`config.mk`:
```
export PLATFORM = sky130hd
export DESIGN_NAME = hs_ram_arbiter
export DESIGN_NICKNAME = d
export VERILOG_FILES = /design/src/rtl/hs_ram_arbiter.sv
export SDC_FILE = /design/constraint.sdc
export NUM_CORES = 1
export LEC_CHECK = 0
export CORE_MARGIN = 1.5
export CORE_UTILIZATION = 46
export CTS_BUF_LIST = sky130_fd_sc_hd__clkbuf_2
export DETAILED_ROUTE_END_ITERATION = 8
export GPL_TIMING_DRIVEN = 0
export PLACE_DENSITY = 0.95
export SLEW_MARGIN = 20
export SYNTH_ARGS = -nofsm -noshare
export SYNTH_HDL_FRONTEND = slang
export SYNTH_SLANG_ARGS = --single-unit
```
`constraint.sdc`:
```
create_clock -name clk_sys -period 5.6 [get_ports clk_sys]
set_input_delay 0.84 -clock clk_sys [delete_from_list [all_inputs] [get_ports clk_sys]]
set_output_delay 0.84 -clock clk_sys [all_outputs]
set_load 0.01 [all_outputs]
```
`src/rtl/hs_ram_arbiter.sv`:
```
// Shares the work-RAM port between the CPU (default owner) and the hiscore engine, pausing the CPU first.
// Optional HS_VBLANK_SYNC_EN: hiscore acquisition starts only on a registered vblank rising edge.
module hs_ram_arbiter #(
  parameter int AW      = 16,
  parameter int DW      = 8,
  parameter int SETTLE  = 2,
  parameter int TIMEOUT = 4095
) (
  input  logic          clk_sys,
  input  logic          reset_n,
  input  logic          cpu_req,
  input  logic          cpu_we,
  input  logic [AW-1:0] cpu_addr,
  input  logic [DW-1:0] cpu_wdata,
  output logic [DW-1:0] cpu_rdata,
  output logic          cpu_ack,
  input  logic          hs_req,
  input  logic          hs_we,
  input  logic [AW-1:0] hs_addr,
  input  logic [DW-1:0] hs_wdata,
  output logic [DW-1:0] hs_rdata,
  output logic          hs_ack,
  input  logic          vblank,
  input  logic          paused,
  output logic          pause_req,
  output logic [AW-1:0] ram_addr,
  output logic          ram_we,
  output logic [DW-1:0] ram_wdata,
  input  logic [DW-1:0] ram_rdata,
  output logic          hs_busy,
  output logic          hs_err
);

  typedef enum logic [2:0] {
    ST_IDLE,
    ST_PAUSE_WAIT,
    ST_SETTLE,
    ST_GRANT,
    ST_RELEASE
  } state_t;

  localparam int CW = 16;
  localparam logic [CW-1:0] CNT_MAX      = '1;
  localparam logic [CW-1:0] SETTLE_LAST  = CW'(SETTLE - 1);
  localparam logic [CW-1:0] TIMEOUT_LAST = CW'(TIMEOUT - 1);

  state_t        state_q, state_d;
  logic [CW-1:0] cnt_q, cnt_d;
  logic          start;
  logic          timeout_hit;
  logic          hs_issue;
  logic          cpu_issue;
  logic          cpu_conflict;
  logic          busy_d;
  logic          hs_ack_rd, cpu_ack_rd;
  logic [DW-1:0] hs_rd_q, cpu_rd_q;

`ifdef HS_VBLANK_SYNC_EN
  logic vblank_q;

  always_ff @(posedge clk_sys or negedge reset_n) begin
    if (!reset_n) vblank_q <= 1'b0;
    else          vblank_q <= vblank;
  end

  assign start = hs_req & vblank & ~vblank_q;
`else
  logic unused_vblank;
  assign unused_vblank = vblank;
  assign start = hs_req;
`endif

  // One hiscore access per two cycles: never issue during the ack cycle.
  assign hs_issue     = (state_q == ST_GRANT) && hs_req && paused && !hs_ack;
  assign cpu_issue    = cpu_req && (state_q != ST_GRANT);
  assign cpu_conflict = cpu_req && (state_q == ST_GRANT);

  always_comb begin
    state_d     = state_q;
    cnt_d       = cnt_q;
    timeout_hit = 1'b0;
    case (state_q)
      ST_IDLE: begin
        cnt_d = '0;
        if (start) state_d = ST_PAUSE_WAIT;
      end
      ST_PAUSE_WAIT: begin
        if (!hs_req) begin
          state_d = ST_RELEASE;
          cnt_d   = '0;
        end else if (paused) begin
          state_d = ST_SETTLE;
          cnt_d   = '0;
        end else if ((TIMEOUT != 0) && (cnt_q == TIMEOUT_LAST)) begin
          timeout_hit = 1'b1;
          state_d     = ST_RELEASE;
          cnt_d       = '0;
        end else if (cnt_q != CNT_MAX) begin
          cnt_d = cnt_q + 1'b1;
        end
      end
      ST_SETTLE: begin
        if (!paused) begin
          state_d = ST_PAUSE_WAIT;
          cnt_d   = '0;
        end else if (cnt_q >= SETTLE_LAST) begin
          state_d = ST_GRANT;
          cnt_d   = '0;
        end else begin
          cnt_d = cnt_q + 1'b1;
        end
      end
      ST_GRANT: begin
        // Losing the pause always wins; a pending ack is a register and still fires.
        if (!paused) begin
          state_d = ST_PAUSE_WAIT;
          cnt_d   = '0;
        end else if (!hs_req && !hs_ack) begin
          state_d = ST_RELEASE;
        end
      end
      ST_RELEASE: begin
        state_d = ST_IDLE;
        cnt_d   = '0;
      end
      default: begin
        state_d = ST_IDLE;
        cnt_d   = '0;
      end
    endcase
  end

  assign busy_d = (state_d == ST_PAUSE_WAIT) || (state_d == ST_SETTLE) || (state_d == ST_GRANT);

  always_comb begin
    ram_addr  = cpu_addr;
    ram_we    = cpu_issue & cpu_we;
    ram_wdata = cpu_wdata;
    if (state_q == ST_GRANT) begin
      ram_addr  = hs_addr;
      ram_we    = hs_issue & hs_we;
      ram_wdata = hs_wdata;
    end
  end

  always_ff @(posedge clk_sys or negedge reset_n) begin
    if (!reset_n) begin
      state_q    <= ST_IDLE;
      cnt_q      <= '0;
      pause_req  <= 1'b0;
      hs_busy    <= 1'b0;
      hs_err     <= 1'b0;
      hs_ack     <= 1'b0;
      hs_ack_rd  <= 1'b0;
      hs_rd_q    <= '0;
      cpu_ack    <= 1'b0;
      cpu_ack_rd <= 1'b0;
      cpu_rd_q   <= '0;
    end else begin
      state_q    <= state_d;
      cnt_q      <= cnt_d;
      pause_req  <= busy_d;
      hs_busy    <= busy_d;
      hs_err     <= hs_err | timeout_hit | cpu_conflict;
      hs_ack     <= hs_issue;
      hs_ack_rd  <= hs_issue & ~hs_we;
      cpu_ack    <= cpu_issue;
      cpu_ack_rd <= cpu_issue & ~cpu_we;
      if (hs_ack_rd)  hs_rd_q  <= ram_rdata;
      if (cpu_ack_rd) cpu_rd_q <= ram_rdata;
    end
  end

  // Read data is live from the RAM during the ack cycle and held afterwards.
  assign hs_rdata  = hs_ack_rd  ? ram_rdata : hs_rd_q;
  assign cpu_rdata = cpu_ack_rd ? ram_rdata : cpu_rd_q;

endmodule

```
==> results of run 1 <==
layer usage:
metal,up-vias,global-route usage [%]
li1,1126,-
met1,1057,31.5
met2,90,40.5
met3,8,3.79
met4,0,8.64
met5,-,0
area by class of cell:
cell class	instances	area share [%]
Tap cell	67	2.33
Sequential cell	41	28.5
Buffer	13	2.09
Clock inverter	3	1.91
Timing Repair Buffer	108	30.2
Inverter	5	0.522
Multi-Input combinational cell	203	33.7
Clock buffer	5	0.696
placed cells by master, fill, tap and decap left out, drive strengths merged, types with 2 or more instances in the layout:
cell / Yosys / final
o211ai: 4 / 4
xor2: 3 / 3
clkdlybuf4s50: 0 / 106
a311oi: 2 / 2
a211o: 2 / 2
nor4: 4 / 4
mux2: 16 / 16
nand2: 83 / 83
nor3: 9 / 9
buf: 5 / 7
nor2b: 2 / 2
o21ai: 5 / 5
ha: 4 / 4
or4: 2 / 2
inv: 5 / 6
and3: 5 / 5
and4: 4 / 4
or2: 4 / 4
a21oi: 5 / 5
bufinv: 0 / 2
clkbuf: 8 / 13
nor2: 16 / 16
nand3: 7 / 7
xnor2: 3 / 3
nand4: 3 / 3
nor3b: 3 / 3
dfrtp: 41 / 41
worst paths after layout:
path,startpoint,endpoint,cells after the start
min,reset_n,state_q[0]$_DFF_PN0_,1
max reg2reg,cnt_q[0]$_DFFE_PN0P_,cnt_q[3]$_DFFE_PN0P_,7
max in group asynchronous,reset_n,hs_rd_q[6]$_DFF_PN0_,2
min in group clk_sys,hs_err$_DFF_PN0_,hs_err$_DFF_PN0_,1
min reg2reg,hs_err$_DFF_PN0_,hs_err$_DFF_PN0_,1
max,state_q[2]$_DFF_PN0_,ram_wdata[2],6
kinds of logic after synthesis:
group | Yosys count | share of synthesized area [%]
AO/OA/AOI/OAI | 25 | 7.73
XOR/XNOR | 6 | 2.25
adder cells (fa/ha/maj) | 4 | 2.15
buffers and inverters | 18 | 4.02
flip-flops | 41 | 44.0
multiplexers | 17 | 8.15
AND/OR/NAND/NOR | 151 | 31.7
flip-flops by register name, indices dropped and copies added, names as in the netlist:
| signal | count |
|---|---|
| cpu_ack | 1 |
| cpu_rd_q | 8 |
| hs_busy | 1 |
| hs_rd_q | 8 |
| cnt_q | 16 |
| hs_err | 1 |
| hs_ack_rd | 1 |
| hs_ack | 1 |
| cpu_ack_rd | 1 |
| state_q | 3 |
power by group:
group          internal [uW]  total, uW  switching, uW
registers                341        364           22.3
clock network            122        220           98.4
logic                    222        384            162
total                    685        968            282
worst reg2reg max path, stage by stage, from the launching register on:
cell and delay (ns):
dfrtp_1 0.51, ha_1 0.25, nand2_1 0.09, or4_1 0.47, clkbuf_1 0.18, o21ai_1 0.27
o21bai_1 0.20, o211ai_1 0.14
through the flow:
| step | util, % | total power (uW) | area [um^2] |
|---|---|---|---|
| after floorplan | - | 541 | 2330 |
| after global placement | 72.4 | 736 | 3490 |
| after detailed placement | 72.7 | 750 | 3500 |
| after CTS | 74.6 | 974 | 3600 |
| after global routing | 74.6 | 1020 | 3600 |
| final | 74.6 | 968 | 3600 |
==> key figures, run 1 <==
Outcome
  • Status: finished, final reports clean

Layout
  • Layout cell share with drive strength beyond 1: about 11%
  • Post-route insts no fill: approximately 450
  • Area Overhead vs Synth: 54.2%
  • Fillers: around 330
  • # diodes: 0
  • Combined area of the multi-input logic cells: 1210 um^2
  • Total area of sequential cells: 1030 um^2
  • Final #Nets: ~450

Placement
  • Final GP Congestion: about 0.94
  • Pre-CTS setup slack: 2.22 ns
  • Placed Cells: 437
  • DP Wirelength: 5.12 mm
  • I/O Buffers: 107

Clock tree
  • Clk sinks: 41
  • Clock Tree Buf Depth: 2
  • Cts hold-fix bufs: 0
  • PostCTS Resize Cnt: 0
  • Post-CTS setup buffer count: 0
  • Worst skew pair latency: ~0.38 ns
  • CTS Buf Count: 5
  • Clk slew on worst S/H paths: 0.22 ns
  • Root buffer cell: clkbuf_2
  • CTS tree: done
  • H-tree depth: 2

Logic synthesis
  • Yosys warns: 0
  • Synthesized net count: 330
  • Flops & latches, synth: 41
  • Seq/Total Area, Yosys: approximately 44%
  • Synth top cells by count: nand2_1, dfrtp_1, mux2_2, nor2_1
  • Ys flop type: dfrtp_1
  • Post-synth ARST share: 100%
  • EDFF count, synth: 0
  • Post-Syn Area: around 2300 um^2
  • Distinct cells, synth: 50
  • Mapped Cells: 262
  • Largest cells by area after synthesis: dfrtp_1, nand2_1, mux2_2, nor2_1, ha_1
  • Area share of the largest cell type after synthesis: between 40% and 50%
  • Post-synth top area cell: dfrtp_1
  • Syn Area/Cell: 8.90 um^2
  • Top-count cell post-synth: nand2_1

GRT
  • Initial antenna violation count: 0
  • Global-route wire length before repair: 10.2 mm
  • Vias in the first global route: 2141
  • Largest net degree at the start of global routing: 29
  • Grt total ovfl: 0
  • Total track usage: 24.1%

Floorplan
  • # rows: 25
  • Die width: 74.2 um
  • Die footprint: 5510 um^2
  • Initial core utilization: 48.4%
  • Core area: 4820 um^2
  • I/O pin cnt: 110
  • Chip height: 74.2 um

Routing
  • Met2 WL post-DR: 3.46 mm
  • Routed WL: 6.62 mm
  • Max layer used: met4
  • First drt pass iteration count: 4
  • DR DRC count: 0
  • Met1 WL: 2.72 mm
  • Post-DRT Antenna Nets: 0
  • Via density: 5.13
  • DRT iter0 DRCs: 120
  • Metal3 WL: around 350 um
  • Via count: 2281
  • Wirelength per Cell: around 15 um

Critical path
  • Reg2Reg Setup Slack: 3.41 ns
  • Crit path kind: flop to output port
  • CP max stage cell: clkdlybuf4s50_1
  • CP Data Arrival Time: approximately 2.7 ns
  • Slowest stage delay, CP: roughly 0.55 ns
  • Crit path required time: 4.76 ns
  • Critical path endpoint category: output port
  • CP top delay family: buffers and inverters
  • Critical path buffer and inverter count: 3
  • CP Max Fanout: 10
  • Crit-path cells: nand3b_1 -> inv_2 -> clkbuf_1 -> nand2_1 -> nand2_1 -> clkdlybuf4s50_1
  • Crit path launch type: flop
  • Most used cell, CP: nand2_1

Timing
  • Final-report setup violation count: 0
  • Setup TNS: 0 ns
  • Final Hold Fails: 0
  • Slew @ Worst Pin: roughly 0.50 ns
  • Final min period: roughly 3.5 ns
  • Hold slack: 0.325 ns
  • Setup Skew: 0.0108 ns
  • Peak Freq: 0.284 GHz
  • Fin crit share: 62.8%
  • Max-slew violations: 0
  • Final worst slack: between 2 and 2.5 ns
  • Relative slew slack: 66.5%
  • Unrepaired setup endpoints after global routing: no

Power
  • Power per cell area: 269 nW/um^2
  • Max rail drop VDD: 0.000221 V
  • Pleak: 0.00156 uW

Worst hold path
  • Hold crit path type: primary input to asynchronous set/reset pin

Run
  • Max-Cap Viols: 0
(Power assumes the default switching activity.)
==> run 2, diff against run 1 <==
CORE_UTILIZATION = 38   (was 46)
PLACE_DENSITY = 0.86   (was 0.95)
clock period = 3.04 ns   (was 5.6 ns; I/O delays follow)
==> key figures, run 2 (same netlist as run 1, synthesis figures left out) <==
Routing
  • Wirelength per Cell: 13.9 um
  • Post-DRT Antenna Nets: 0
  • First drt pass iteration count: 4
  • Via count: 2314
  • DR DRC count: 0
  • Via density: 5.09
  • Routed WL: between 6 and 7 mm
  • DRT iter0 DRCs: 112

Critical path
  • CP Data Arrival Time: 2.41 ns
  • Critical path endpoint category: output port
  • Critical path buffer and inverter count: 2
  • Crit-path cells: nand3b_1 -> buf_4 -> nor4bb_1 -> a22o_1 -> clkdlybuf4s50_1
  • CP top delay family: buffers and inverters
  • CP Max Fanout: 8
  • Worst Reg2Reg Path Length in Cells: 7
  • Crit path launch type: flop
  • Crit path required time: 2.58 ns
  • Slowest stage delay, CP: 0.54 ns
  • Crit. path cell count: 5
  • R2R Path End: cnt_q[3]$_DFFE_PN0P_
  • Reg2Reg Setup Slack: 0.83 ns
  • Crit path from: state_q[2]$_DFF_PN0_
  • Crit path to: ram_we
  • Reg2reg start: cnt_q[0]$_DFFE_PN0P_
  • CP max stage cell: clkdlybuf4s50_1
  • Crit path kind: flop to output port

Floorplan
  • Core area: 5920 um^2
  • Chip height: roughly 80 um
  • I/O pin cnt: 110
  • Initial core utilization: 39.4%
  • Die footprint: 6620 um^2
  • Die width: 81.3 um
  • # rows: 28

GRT
  • Total track usage: 18.3%
  • Global-route wire length before repair: 9.43 mm
  • Initial antenna violation count: 0
  • Vias in the first global route: 2034
  • Largest net degree at the start of global routing: 31
  • Grt total ovfl: 0

Timing
  • Max-slew violations: 0
  • Final-report setup violation count: 0
  • Relative slew slack: 67.5%
  • Peak Freq: 0.349 GHz
  • Slew @ Worst Pin: 0.487 ns
  • Final Hold Fails: 0
  • Setup TNS: 0 ns
  • Unrepaired setup endpoints after global routing: no
  • Setup Skew: just over 0.008 ns
  • Final min period: approximately 2.9 ns
  • Final worst slack: 0.171 ns
  • Fin crit share: 94.4%

Layout
  • Final Cell Area: roughly 3600 um^2
  • Layout cell share with drive strength beyond 1: a little under an eighth
  • Final #Nets: approximately 450
  • Most common cell after layout, fill and taps aside: clkdlybuf4s50_1
  • Biggest register: cnt_q
  • Max FFs per register: 16
  • Area Overhead vs Synth: 55.7%
  • Commonest non-fill, non-tap cells in the layout: clkdlybuf4s50_1, nand2_1, dfrtp_1
  • Largest regs: cnt_q (16), cpu_rd_q (8), hs_rd_q (8)
  • # diodes: 0
  • Fillers: 503

Power
  • Sw Pwr: between 500 and 600 uW
  • Max rail drop VDD: 0.000301 V
  • Sw Ratio: 29.0%
  • Clock network fraction of design power: about 23%
  • Pleak: 0.00158 uW
  • Sequential share of power: 37.5%
  • Power Internal: around 1300 uW
  • Gate power share: about two fifths
  • Power per cell area: roughly 490 nW/um^2

Clock tree
  • Clk slew on worst S/H paths: 0.21 ns
  • Root buffer cell: clkbuf_2
  • CTS Buf Count: 5
  • Clk sinks: 41
  • CTS tree: done
  • H-tree depth: 2
  • Clock Tree Buf Depth: 2
  • Worst skew pair latency: approximately 0.4 ns

Run
  • Max-Cap Viols: 0

Worst hold path
  • Hold_sp: paused
  • Hold crit path type: primary input to flop

Placement
  • DP Wirelength: 5.00 mm
  • Pre-CTS setup slack: 0.373 ns
  • Area after DPL: 3510 um^2
  • I/O Buffers: around 110
  • Final GP Congestion: 0.824

Outcome
  • Status: finished, final reports clean
[run 2: timing repair]
action,in CTS,in global routing
cloned,0,0
endpoints found under the setup margin,6,11
buffers inserted,0,2
hold buffers,1,0
hold endpoints to repair,11,0
resized for setup,1,1
[run 2: area by class of cell]
type	instances	area [um^2]	area share, %
Inverter	5	21.3	0.586
Multi-Input combinational cell	203	1210	33.4
Clock buffer	5	25.0	0.689
Sequential cell	41	1030	28.3
Tap cell	75	93.8	2.58
Timing Repair Buffer	111	1110	30.6
Clock inverter	3	68.8	1.90
Buffer	12	72.6	2.00
[run 2: worst reg2reg max path, stage by stage, from the launching register on]
cell and delay [ns]:
dfrtp_1 0.51, ha_1 0.26, nand2_1 0.09, or4_1 0.46, clkbuf_1 0.18, o21ai_1 0.29, o21bai_1 0.20, o211ai_1 0.13
[run 2: how the worst min path moves through the flow]
stage / endpoint / slack, ns / depth (start not counted)
4_1_cts: state_q[1]$_DFF_PN0_ / 0.32 / 3
3_3_place_gp: hs_err$_DFF_PN0_ / 0.47 / 1
3_5_place_dp: cnt_q[5]$_DFFE_PN0P_ / 0.36 / 1
6_report: state_q[1]$_DFF_PN0_ / 0.34 / 3
2_1_floorplan: cnt_q[0]$_DFFE_PN0P_ / 0.16 / 0
5_1_grt: state_q[1]$_DFF_PN0_ / 0.32 / 3
[run 2: per-layer routing]
metal | GRT usage, % | share of wire (%) | vias up
li1 | - | - | 1131
met1 | 22.7 | 41 | 1099
met2 | 32.1 | 54 | 71
met3 | 3.71 | 4.6 | 13
met4 | 4.83 | 1.2 | 0
met5 | 0 | 0 | -
[run 2: per-stage QoR]
stage                     hold WS (ns)  utilization [%]  std cells  total power (uW)
after floorplan                  0.160                -        262               996
after global placement           0.468             59.1        444              1360
after detailed placement         0.360             59.3        445              1390
after CTS                        0.321             61.0        453              1800
after global routing             0.324             61.3        455              1880
final                            0.339             61.3        455              1790
[run 2: power by group through the flow]
stage	clock (uW)	sequential, uW	combinational (uW)
finish	410	670	705
global route	442	682	760
CTS	420	672	706
detailed placement	0	682	703
global placement	0	676	681
floorplan	0	677	319
